[src/rtl/tim_timeout.sv]
// Retriggerable timeout counter driven by the system tick strobes,
// with a watchdog on the 1 us strobe spacing.
module tim_timeout #(
    parameter int CLK_FREQ = 125,
    parameter int CNT_W    = 16
) (
    input  logic             CLK,
    input  logic             RST,
    input  logic             TIM_1US,
    input  logic             TIM_1MS,
    input  logic             TIM_1S,
    input  logic [1:0]       TO_SEL,
    input  logic [CNT_W-1:0] TO_VAL,
    input  logic             TO_START,
    input  logic             TO_KICK,
    input  logic             TO_STOP,
    input  logic             TICK_CLR,
    output logic             TO_BUSY,
    output logic             TO_EXPIRE,
    output logic             TO_EXPIRED,
    output logic [CNT_W-1:0] TO_REMAIN,
    output logic             TICK_ERR
);

    typedef enum logic [1:0] {IDLE, RUN, EXPD} state_t;

    localparam logic [7:0] SP_EXP = CLK_FREQ[7:0];
    localparam logic [7:0] SP_MAX = 8'hFF;

    state_t           state, state_nxt;
    logic [CNT_W-1:0] cnt, cnt_nxt;
    logic [CNT_W-1:0] reload;
    logic [1:0]       sel;
    logic             expire_q, expire_nxt;
    logic             tick;

    logic             armed;
    logic [7:0]       sp;
    logic             tick_err;

    // Reserved select code 3 falls through to the 1 s strobe.
    always_comb begin
        case (sel)
            2'd0:    tick = TIM_1US;
            2'd1:    tick = TIM_1MS;
            default: tick = TIM_1S;
        endcase
    end

    always_ff @(posedge CLK or posedge RST) begin
        if (RST) begin
            state    <= IDLE;
            cnt      <= '0;
            reload   <= '0;
            sel      <= 2'd0;
            expire_q <= 1'b0;
        end else begin
            state    <= state_nxt;
            cnt      <= cnt_nxt;
            expire_q <= expire_nxt;
            if (TO_START) begin
                reload <= TO_VAL;
                sel    <= TO_SEL;
            end
        end
    end

    // Command priority START > STOP > KICK > tick; a kick swallows a coincident tick.
    always_comb begin
        state_nxt  = state;
        cnt_nxt    = cnt;
        expire_nxt = 1'b0;
        if (TO_START) begin
            cnt_nxt = TO_VAL;
            if (TO_VAL != '0) begin
                state_nxt = RUN;
            end else begin
                state_nxt  = EXPD;
                expire_nxt = 1'b1;
            end
        end else if (TO_STOP) begin
            state_nxt = IDLE;
            cnt_nxt   = '0;
        end else if (state == RUN) begin
            if (TO_KICK) begin
                cnt_nxt = reload;
            end else if (tick) begin
                if (cnt == CNT_W'(1)) begin
                    cnt_nxt    = '0;
                    state_nxt  = EXPD;
                    expire_nxt = 1'b1;
                end else begin
                    cnt_nxt = cnt - CNT_W'(1);
                end
            end
        end
    end

    always_comb begin
        TO_BUSY    = (state == RUN);
        TO_EXPIRED = (state == EXPD);
        TO_EXPIRE  = expire_q;
        TO_REMAIN  = cnt;
        TICK_ERR   = tick_err;
    end

    // The first strobe only arms the monitor, so a short first period is tolerated.
    always_ff @(posedge CLK or posedge RST) begin
        if (RST) begin
            armed    <= 1'b0;
            sp       <= '0;
            tick_err <= 1'b0;
        end else if (TICK_CLR) begin
            armed    <= 1'b0;
            sp       <= '0;
            tick_err <= 1'b0;
        end else if (!armed) begin
            if (TIM_1US) begin
                armed <= 1'b1;
                sp    <= 8'd1;
            end
        end else if (TIM_1US) begin
            if (sp != SP_EXP) begin
                tick_err <= 1'b1;
            end
            sp <= 8'd1;
        end else begin
            if (sp == SP_EXP) begin
                tick_err <= 1'b1;
            end
            if (sp != SP_MAX) begin
                sp <= sp + 8'd1;
            end
        end
    end

endmodule

[config.mk]
export PLATFORM = sky130hd
export DESIGN_NAME = tim_timeout
export DESIGN_NICKNAME = d
export VERILOG_FILES = /design/src/rtl/tim_timeout.sv
export SDC_FILE = /design/constraint.sdc
export NUM_CORES = 1
export LEC_CHECK = 0
export ABC_AREA = 1
export BUFFER_PORTS_ARGS = -buffer_cell sky130_fd_sc_hd__buf_2
export CORE_UTILIZATION = 30
export DETAILED_ROUTE_END_ITERATION = 6
export GPL_ROUTABILITY_DRIVEN = 0
export GPL_TIMING_DRIVEN = 0
export MAX_ROUTING_LAYER = met4
export SYNTH_ARGS = -nofsm -noshare
export SYNTH_HDL_FRONTEND = slang
export SYNTH_SLANG_ARGS = --single-unit
[constraint.sdc]
create_clock -name CLK -period 2 [get_ports CLK]
set_input_delay 0.3 -clock CLK [delete_from_list [all_inputs] [get_ports CLK]]
set_output_delay 0.3 -clock CLK [all_outputs]
set_load 0.005 [all_outputs]
; ---- After elaboration in Yosys (flattened, before gate mapping)
; Cells that the tools add are included.
[word_totals]
register_bits = 47
inputBits = 27
out_inout_bits = 20
elab_cells = 67
[classes]
n_addsub = 2
n_eq_ne = 9
n_mux = 34
n_reduce_logical = 14
[ops]
columns = operator, count
row1 = $mux 16, 6
row2 = $mux 8, 5
row3 = $reduce_bool 3->1, 6
row4 = $eq 16x1->1 const B, 1
row5 = $reduce_bool 16->1, 1
row6 = $sub 16x1->16 const B, 1
row7 = $mux 1, 15
row8 = $mux 2, 7
row9 = $add 8x1->8 const B, 1
row10 = $eq 8x7->1 const B, 1
row11 = $ne 8x7->1 const B, 1
row12 = $ne 8x8->1 const B, 1
row13 = $eq 2x1->1 const B, 2
row14 = $reduce_and 2->1, 2
row15 = $reduce_and 4->1, 1
row16 = $reduce_bool 4->1, 1
row17 = $ne 3x1->1 const B, 1
row18 = $ne 3x2->1 const B, 1
row19 = $reduce_and 3->1, 1
row20 = $eq 2x2->1 const B, 1
row21 = $logic_not 2->1, 1
row22 = $pmux 1 s2, 1
row23 = $reduce_bool 2->1, 1

; ---- Logic depth before layout (Yosys ltp)
; Gate-level depths: netlist of the first run.
[logic_depth]
depth_word = 7
mapped_depth = 12
depth_no_buf = 11

; ---- Worst setup path before layout of the first run
; OpenSTA, ideal clock, no wires.
[synth_path]
path_type = register to register
startpoint = register cnt[1] (netlist: TO_REMAIN[1])
endpoint = register cnt[0] (netlist: TO_REMAIN[0])
setup_ns = 0.121
arrival_time_ns = 1.364
required_time_ns = 1.879
path_slack_ns = 0.515
path_stages_with_launch = 13
path_buffers = 1
period_less_slack_ns = 1.485
path_cell_list = dfrtp_1 -> inv_1 -> ha_1 -> inv_1 -> nor2_1 -> nand2_2 -> nor2_2 -> a21oi_4 -> buf_6 -> nand2_1 -> o21ai_0 -> nand2_1 -> a21oi_1
[synth_between]
elab_chain_len = 7
[synth_lines]
columns = element, line
row1 = from (decl), 31  ; logic [CNT_W-1:0] cnt, cnt_nxt;
row2 = from (signal assigned), 59  ; cnt <= cnt_nxt;
row3 = $eq 16x1->1, 88  ; if (cnt == CNT_W'(1)) begin
row4 = $mux 16, 88
row5 = $mux 16, 87  ; end else if (tick) begin
row6 = $mux 16, 85  ; if (TO_KICK) begin
row7 = $mux 16, 84  ; end else if (state == RUN) begin
row8 = $mux 16, 81  ; end else if (TO_STOP) begin
row9 = $mux 16, 73  ; if (TO_START) begin
; No other way between the ends. The select of a mux whose other input is x is not followed.
; A chain may end at the register's enable or synchronous reset.

; ---- Final worst setup path of the first run
[layout_path]
startpoint = register cnt[1] (netlist: TO_REMAIN[1])
endpoint = register state[1]
[layout_between]
elab_chain_len = 3
[layout_lines]
columns = element, line
row1 = $eq 16x1->1, 88
row2 = $reduce_bool 3->1 (no line), -
row3 = $reduce_and 4->1 (no line), -
row4 = to (signal assigned), 58  ; state <= state_nxt;
row5 = to (decl), 30  ; state_t state, state_nxt;
; No other way between the ends.

==> summary.txt, run 1 <==
STA
  – F_max: 566.8 MHz
  – Final setup viols: 0
  – Count of final hold-check violations: 0
  – RSZ-0062 raised after global routing: no
  – Fin. max-slew vios: 0
  – Setup Skew: 0.01015 ns
  – Max-slew headroom: 68.57%
  – Least-Margin Pin Slew: 0.4714 ns
  – Setup TNS Final: 0 ns
  – Fin crit share: 88.22%
  – Period minus WS final: 1.764 ns

Yosys
  – Synth Area in Simple Gates: 32.53%
  – Syn nets: 446
  – Cell variety after synth: 30
  – Synth Register Bits: 47
  – Cell Area, Synth: 0.002873 mm^2
  – Post-Synth Adder-Cell Area: 1.742%
  – Top cell type's share of synthesized area: 40.94%
  – Syn Area/Cell: 6.922 um^2
  – Synth Instances: 415
  – Mux share of post-synthesis cell area: 0%
  – Synthesis warning total: 0
  – Main combinational cell family by area after synthesis: simple AND/OR/NAND/NOR gates
  – Yosys top cell by area: dfrtp_1
  – Ranking of synthesized cells by area: dfrtp_1, nand2_1, inv_1
  – Synth Flop Type: dfrtp_1
  – Post-synthesis compound-gate area fraction: 13.41%
  – Post-synthesis sequential area ratio: 40.94%
  – Post-synthesis xor/xnor area fraction: 2.134%
  – EDFF count, synth: 0
  – Asr flop ratio synth: 100.0%

Place
  – Placed cell area: 0.003284 mm^2
  – Detailed Place HPWL: 6136 um
  – Cells after DPL: 591
  – Number of port buffers: 46

Job
  – Max Cap Viol: 0

Clock tree
  – Reg clk slew, reported paths: 0.09 ns
  – Clock Tree Buf Depth: 2
  – CTS H-tree depth: 2
  – CTS Buf Count: 5
  – Root buf cell: clkbuf_8
  – Post_cts resized: 0
  – CTS tree: yes
  – Clock latency at the later pin of the worst-skew pair: 0.30 ns
  – CTS sink cnt: 47

Finish
  – # nets final: 501
  – Fin cells: 600
  – Share of cells above drive strength 1: 16.14%
  – Syn-to-layout area delta: 19.29%
  – N_diodes: 0
  – Fillers: 980
  – Final Instance Area: 0.003427 mm^2
  – Post-layout util: 37.09%

Routing
  – Avg WL per Cell: 12.74 um
  – Via Count: 2746
  – Routed wire length: 7646 um
  – DR DRC count: 0
  – Vias/cell: 4.577
  – Pre-antenna DRT Iters: 4
  – DRT iter0 DRCs: 185
  – DRT antenna net count: 0

Global route
  – First-pass GRT wire length: 13050 um
  – Initial antenna violation count: 0
  – Total track usage: 17.07%
  – Vias in the first global route: 2724
  – Remaining global-route overflow: 0
  – Largest net degree at the start of global routing: 33

Critical path
  – Crit path depth: 10
  – CP max stage cell: dfrtp_1
  – Setup crit end kind: flip-flop
  – Critical Path AT: 1.99 ns
  – Reg2reg path depth: 10
  – Critical Path, Cell by Cell: inv_1, ha_1, inv_1, nor2_1, nand4_1, nor3_1, nand2_1, nand2_1, o21ai_0, o21ai_0
  – Worst stage delay on the critical path: 0.43 ns
  – CP Launch Type: flip-flop
  – Crit Path Class: flip-flop to flip-flop
  – Worst EP required: 2.22 ns
  – Max FO, Critical Path: 4
  – CP Buf/Inv Count: 2
  – Top cell family by delay on the critical path: simple AND/OR/NAND/NOR gates

Power and ir drop
  – Peak VDD IR: 0.0003606 V
  – Power Density: 735.6 mW/mm^2
  – Final Power: 2521 uW
  – Leak: 0.001758 uW

Die
  – CORE AREA: 0.009240 mm^2
  – Die width: 99.86 um
  – Num ports: 47
  – Die ar.: 0.009971 mm^2
  – Die Y: 99.86 um
  – Row cnt: 35
  – Starting Density: 31.09%

Hold path
  – Hold Crit Depth: 2
  – Hold Crit Class: primary input to flip-flop

Status
  – Status: completed
[layout make-up]
class,count,area [um^2],share of cell area (%)
Multi-Input combinational cell,303,1431,41.77
Buffer,10,58.81,1.716
Clock inverter,2,60.06,1.752
Sequential cell,47,1176,34.32
Tap cell,129,161.4,4.710
Timing Repair Buffer,48,260.3,7.594
Clock buffer,6,72.57,2.118
Inverter,55,206.4,6.024
[path summary, 6_finish.rpt]
path / slack, ns / endpoint / startpoint
setup reg to reg: 0.24 / state[1]$_DFFE_PP0P_ / TO_REMAIN[1]$_DFFE_PP0P_
setup / recovery: 0.24 / state[1]$_DFFE_PP0P_ / TO_REMAIN[1]$_DFFE_PP0P_
hold / removal: 0.19 / armed$_DFF_PP0_ / TICK_CLR
max in group asynchronous: 0.99 / reload[0]$_DFFE_PP0P_ / RST
hold reg to reg: 0.48 / reload[8]$_DFFE_PP0P_ / reload[8]$_DFFE_PP0P_
min in group asynchronous: 0.51 / state[0]$_DFFE_PP0P_ / RST
[timing repair]
action,in CTS,in global routing
buffers inserted,0,0
hold endpoints to repair,15,0
hold buffers,1,0
[through the flow]
step           hold WS [ns]  setup WS [ns]
4_1_cts              0.1836         0.2538
5_1_grt              0.1915        0.07012
3_5_place_dp         0.3066         0.2754
3_3_place_gp         0.4564        -0.1351
2_1_floorplan        0.3631         0.5153
6_report             0.1912         0.2356
[routing by layer]
metal | track usage [%] | vias to the layer above | wire, um
met3 | 2.646 | 9 | 411
li1 | - | 1415 | -
met5 | - | - | 0
met2 | 29.12 | 68 | 3541
met1 | 21.28 | 1254 | 3578
met4 | 3.959 | 0 | 115
[where the power goes]
part	internal [uW]	switching [uW]	total, uW
registers	1040	98.4	1130
clock network	500	324	824
logic	214	348	562
total	1750	771	2520
[registers in the layout, summed over array words and instances (netlist names)]
signal / cells
TICK_ERR: 1
TO_EXPIRE: 1
TO_REMAIN: 16
armed: 1
reload: 16
sel: 2
sp: 8
state: 2
[kinds of logic after synthesis]
group,count (synthesis)
fa+ha+maj,4
compound gates,71
flops,47
xor+xnor,7
buf+inv,65
simple gates,221
[worst register-to-register path: cells and delay by family (launching register included)]
kind	cells	cell delay [ns]
AOI/OAI and AO/OA	2	0.15
adders and majority gates	1	0.14
buffers and inverters	2	0.14
DFF	1	0.43
and+or+nand+nor	5	0.83
[placed cells by master, fill, tap and decap left out, drive strengths merged]
cell type    count
nand3b           3
nor3             6
clkbuf          11
nor2            61
ha               4
nor4             1
o21ai           27
o211ai           1
inv             55
a21oi           40
nand2          133
nand3           11
dlygate4sd3      1
xor2             5
buf             52
bufinv           2
nand4            6
dfrtp           47
xnor2            2
o31ai            1
o21a             1
o41ai            1
[Yosys cell counts, types with 2 or more instances]
cell,count
xnor2_1,2
o21ai_1,3
nand3_1,10
o21ai_2,2
buf_2,2
dfrtp_1,47
buf_6,2
nand2_2,4
nand3b_1,3
nor2_1,54
a21oi_1,39
nor2_4,3
nand4_1,6
o21ai_0,22
nor2_2,4
nor3_1,6
xor2_1,5
ha_1,4
inv_1,55
nand2_1,128
clkbuf_1,5
No activity file was read; power rests on OpenSTA's default activity.
==> run 2, diff against run 1 <==
--- a/config.mk
+++ b/config.mk
@@ -6,9 +6,9 @@
 export NUM_CORES = 1
 export LEC_CHECK = 0
 export ABC_AREA = 1
-export BUFFER_PORTS_ARGS = -buffer_cell sky130_fd_sc_hd__buf_2
 export CORE_UTILIZATION = 30
 export DETAILED_ROUTE_END_ITERATION = 6
+export DONT_BUFFER_PORTS = 1
 export GPL_ROUTABILITY_DRIVEN = 0
 export GPL_TIMING_DRIVEN = 0
 export MAX_ROUTING_LAYER = met4
==> constraint.sdc (replaced) <==
create_clock -name CLK -period 2.2 [get_ports CLK]
set_input_delay 0.33 -clock CLK [delete_from_list [all_inputs] [get_ports CLK]]
set_output_delay 0.33 -clock CLK [all_outputs]
set_load 0.005 [all_outputs]
==> run 2 against run 1 <==
  * Final cell count shrank 7.7%
  * Sequential share of layout area up 2.5 points
  * Power down 12%
  * Via count decreased by 5.5%
  * Combinational power decreased by 23%
  * Non-clock buffer count is 46 lower
  * Die area is the same
  * Design area is 6.7% lower
  * Critical path type unchanged
  * Largest power group unchanged
==> summary.txt, run 2 (synthesis gave the netlist of run 1 again) <==
Die
  – Die Y: 99.86 um
  – Die width: 99.86 um
  – CORE AREA: 0.009240 mm^2
  – Starting Density: 31.09%
  – Num ports: 47
  – Row cnt: 35
  – Die ar.: 0.009971 mm^2

Clock tree
  – CTS tree: yes
  – CTS H-tree depth: 2
  – CTS Buf Count: 5
  – Clock Tree Buf Depth: 2
  – Root buf cell: clkbuf_8
  – Reg clk slew, reported paths: 0.09 ns
  – Post_cts resized: 0
  – Clock latency at the later pin of the worst-skew pair: 0.31 ns
  – CTS sink cnt: 47

Global route
  – Initial antenna violation count: 0
  – Vias in the first global route: 2549
  – First-pass GRT wire length: 12450 um
  – Total track usage: 16.59%
  – Largest net degree at the start of global routing: 33
  – Remaining global-route overflow: 0

Job
  – Max Cap Viol: 0

STA
  – Period minus WS final: 1.853 ns
  – Max-slew headroom: 65.32%
  – Count of final hold-check violations: 0
  – Fin. max-slew vios: 0
  – Setup TNS Final: 0 ns
  – F_max: 539.6 MHz
  – Least-Margin Pin Slew: 0.5201 ns
  – RSZ-0062 raised after global routing: no
  – Fin crit share: 84.24%
  – Fin Hold WS: 0.08361 ns
  – Setup Skew: 0.01172 ns
  – Final setup viols: 0

Finish
  – Syn-to-layout area delta: 11.28%
  – Commonest cells after routing, fill and taps aside: nand2_1, inv_1, nor2_1
  – Share of cells above drive strength 1: 7.059%
  – Commonest non-fill, non-tap cell in the layout: nand2_1
  – N_diodes: 0
  – # nets final: 455

Routing
  – Via Count: 2596
  – DRT iter0 DRCs: 175
  – Vias/cell: 4.686
  – Pre-antenna DRT Iters: 4
  – Avg WL per Cell: 13.85 um
  – Routed wire length: 7673 um
  – DRT antenna net count: 0
  – DR DRC count: 0

Place
  – Number of port buffers: 0
  – Detailed Place HPWL: 6022 um

Critical path
  – R2r startpoint: TO_REMAIN[1]$_DFFE_PP0P_
  – Worst EP required: 2.42 ns
  – CP Launch Type: flip-flop
  – Max FO, Critical Path: 4
  – Reg2reg setup slack: 0.35 ns
  – Crit Path Class: flip-flop to flip-flop
  – Setup crit end kind: flip-flop
  – Reg2reg path depth: 10
  – Critical Path AT: 2.07 ns
  – Critical Path End: state[1]$_DFFE_PP0P_
  – CP startpoint: TO_REMAIN[1]$_DFFE_PP0P_
  – Capture point of the worst reg-to-reg path: state[1]$_DFFE_PP0P_

Hold path
  – Hold Crit Class: primary input to flip-flop

Status
  – Status: completed

Power and ir drop
  – Power Density: 696.5 mW/mm^2
  – Leak: 0.001569 uW
  – Peak VDD IR: 0.0004422 V
==> run 2: changes by cell type in the layout (fill, tap and decap cells not counted) <==
cell / change
buf_2: -46
==> run 2: area by class of cell <==
cell class | count | area (um^2)
inverter | 55 | 206.4
tap | 129 | 161.4
multi-input combinational | 303 | 1431
sequential | 47 | 1176
clock inverter | 2 | 60.06
fill | 998 | 6043
timing repair buffer | 2 | 30.03
buffer | 10 | 58.81
clock buffer | 6 | 72.57
==> run 2: worst min path at each step <==
| stage | from | end | slack (ns) | depth (start not counted) |
|---|---|---|---|---|
| 2_1_floorplan | TICK_CLR | TICK_ERR$_DFFE_PP0P_ | 0.39 | 1 |
| 3_3_place_gp | TICK_CLR | TICK_ERR$_DFFE_PP0P_ | 0.40 | 1 |
| 3_5_place_dp | RST | sp[4]$_DFFE_PP0P_ | 0.22 | 1 |
| 4_1_cts | TICK_CLR | TICK_ERR$_DFFE_PP0P_ | 0.07 | 1 |
| 5_1_grt | TICK_CLR | TICK_ERR$_DFFE_PP0P_ | 0.07 | 1 |
| 6_report | TICK_CLR | TICK_ERR$_DFFE_PP0P_ | 0.08 | 1 |
==> run 2: stage by stage <==
stage / utilization (%) / power (uW) / cells / cell area (um^2) / setup slack (ns)
after floorplan: - / 1367 / 415 / 2873 / 0.7153
after global placement: 32.84 / 1472 / 544 / 3034 / 0.1686
after detailed placement: 33.05 / 1489 / 545 / 3054 / 0.4524
after CTS: 34.60 / 2244 / 554 / 3197 / 0.4162
after global routing: 34.60 / 2350 / 554 / 3197 / 0.2491
final: 34.60 / 2227 / 554 / 3197 / 0.3467
==> run 2: layer usage <==
| metal | vias to the layer above | share of wire [%] | track usage (%) |
|---|---|---|---|
| li1 | 1315 | - | - |
| met1 | 1193 | 46 | 21.76 |
| met2 | 80 | 45 | 25.68 |
| met3 | 8 | 7.6 | 3.969 |
| met4 | 0 | 1.1 | 4.412 |
| met5 | - | 0 | - |
==> run 2: critical path, stage by stage (launching register included) <==
cell	delay, ns
dfrtp_1	0.45
inv_1	0.11
ha_1	0.14
inv_1	0.04
nor2_1	0.13
nand4_1	0.10
nor3_1	0.38
nand2_1	0.14
nand2_1	0.11
o21ai_0	0.08
o21ai_0	0.08
==> run 2: report_power, final <==
part           internal, uW  switching, uW
Combinational           150            282
Sequential              942            103
Clock                   454            296
Total                  1550            681
==> run 2: what timing repair did <==
action | in CTS | in global routing
hold endpoints to repair | 15 | 0
hold buffers | 1 | 0
endpoints found under the setup margin | 0 | 0
buffers inserted | 0 | 0
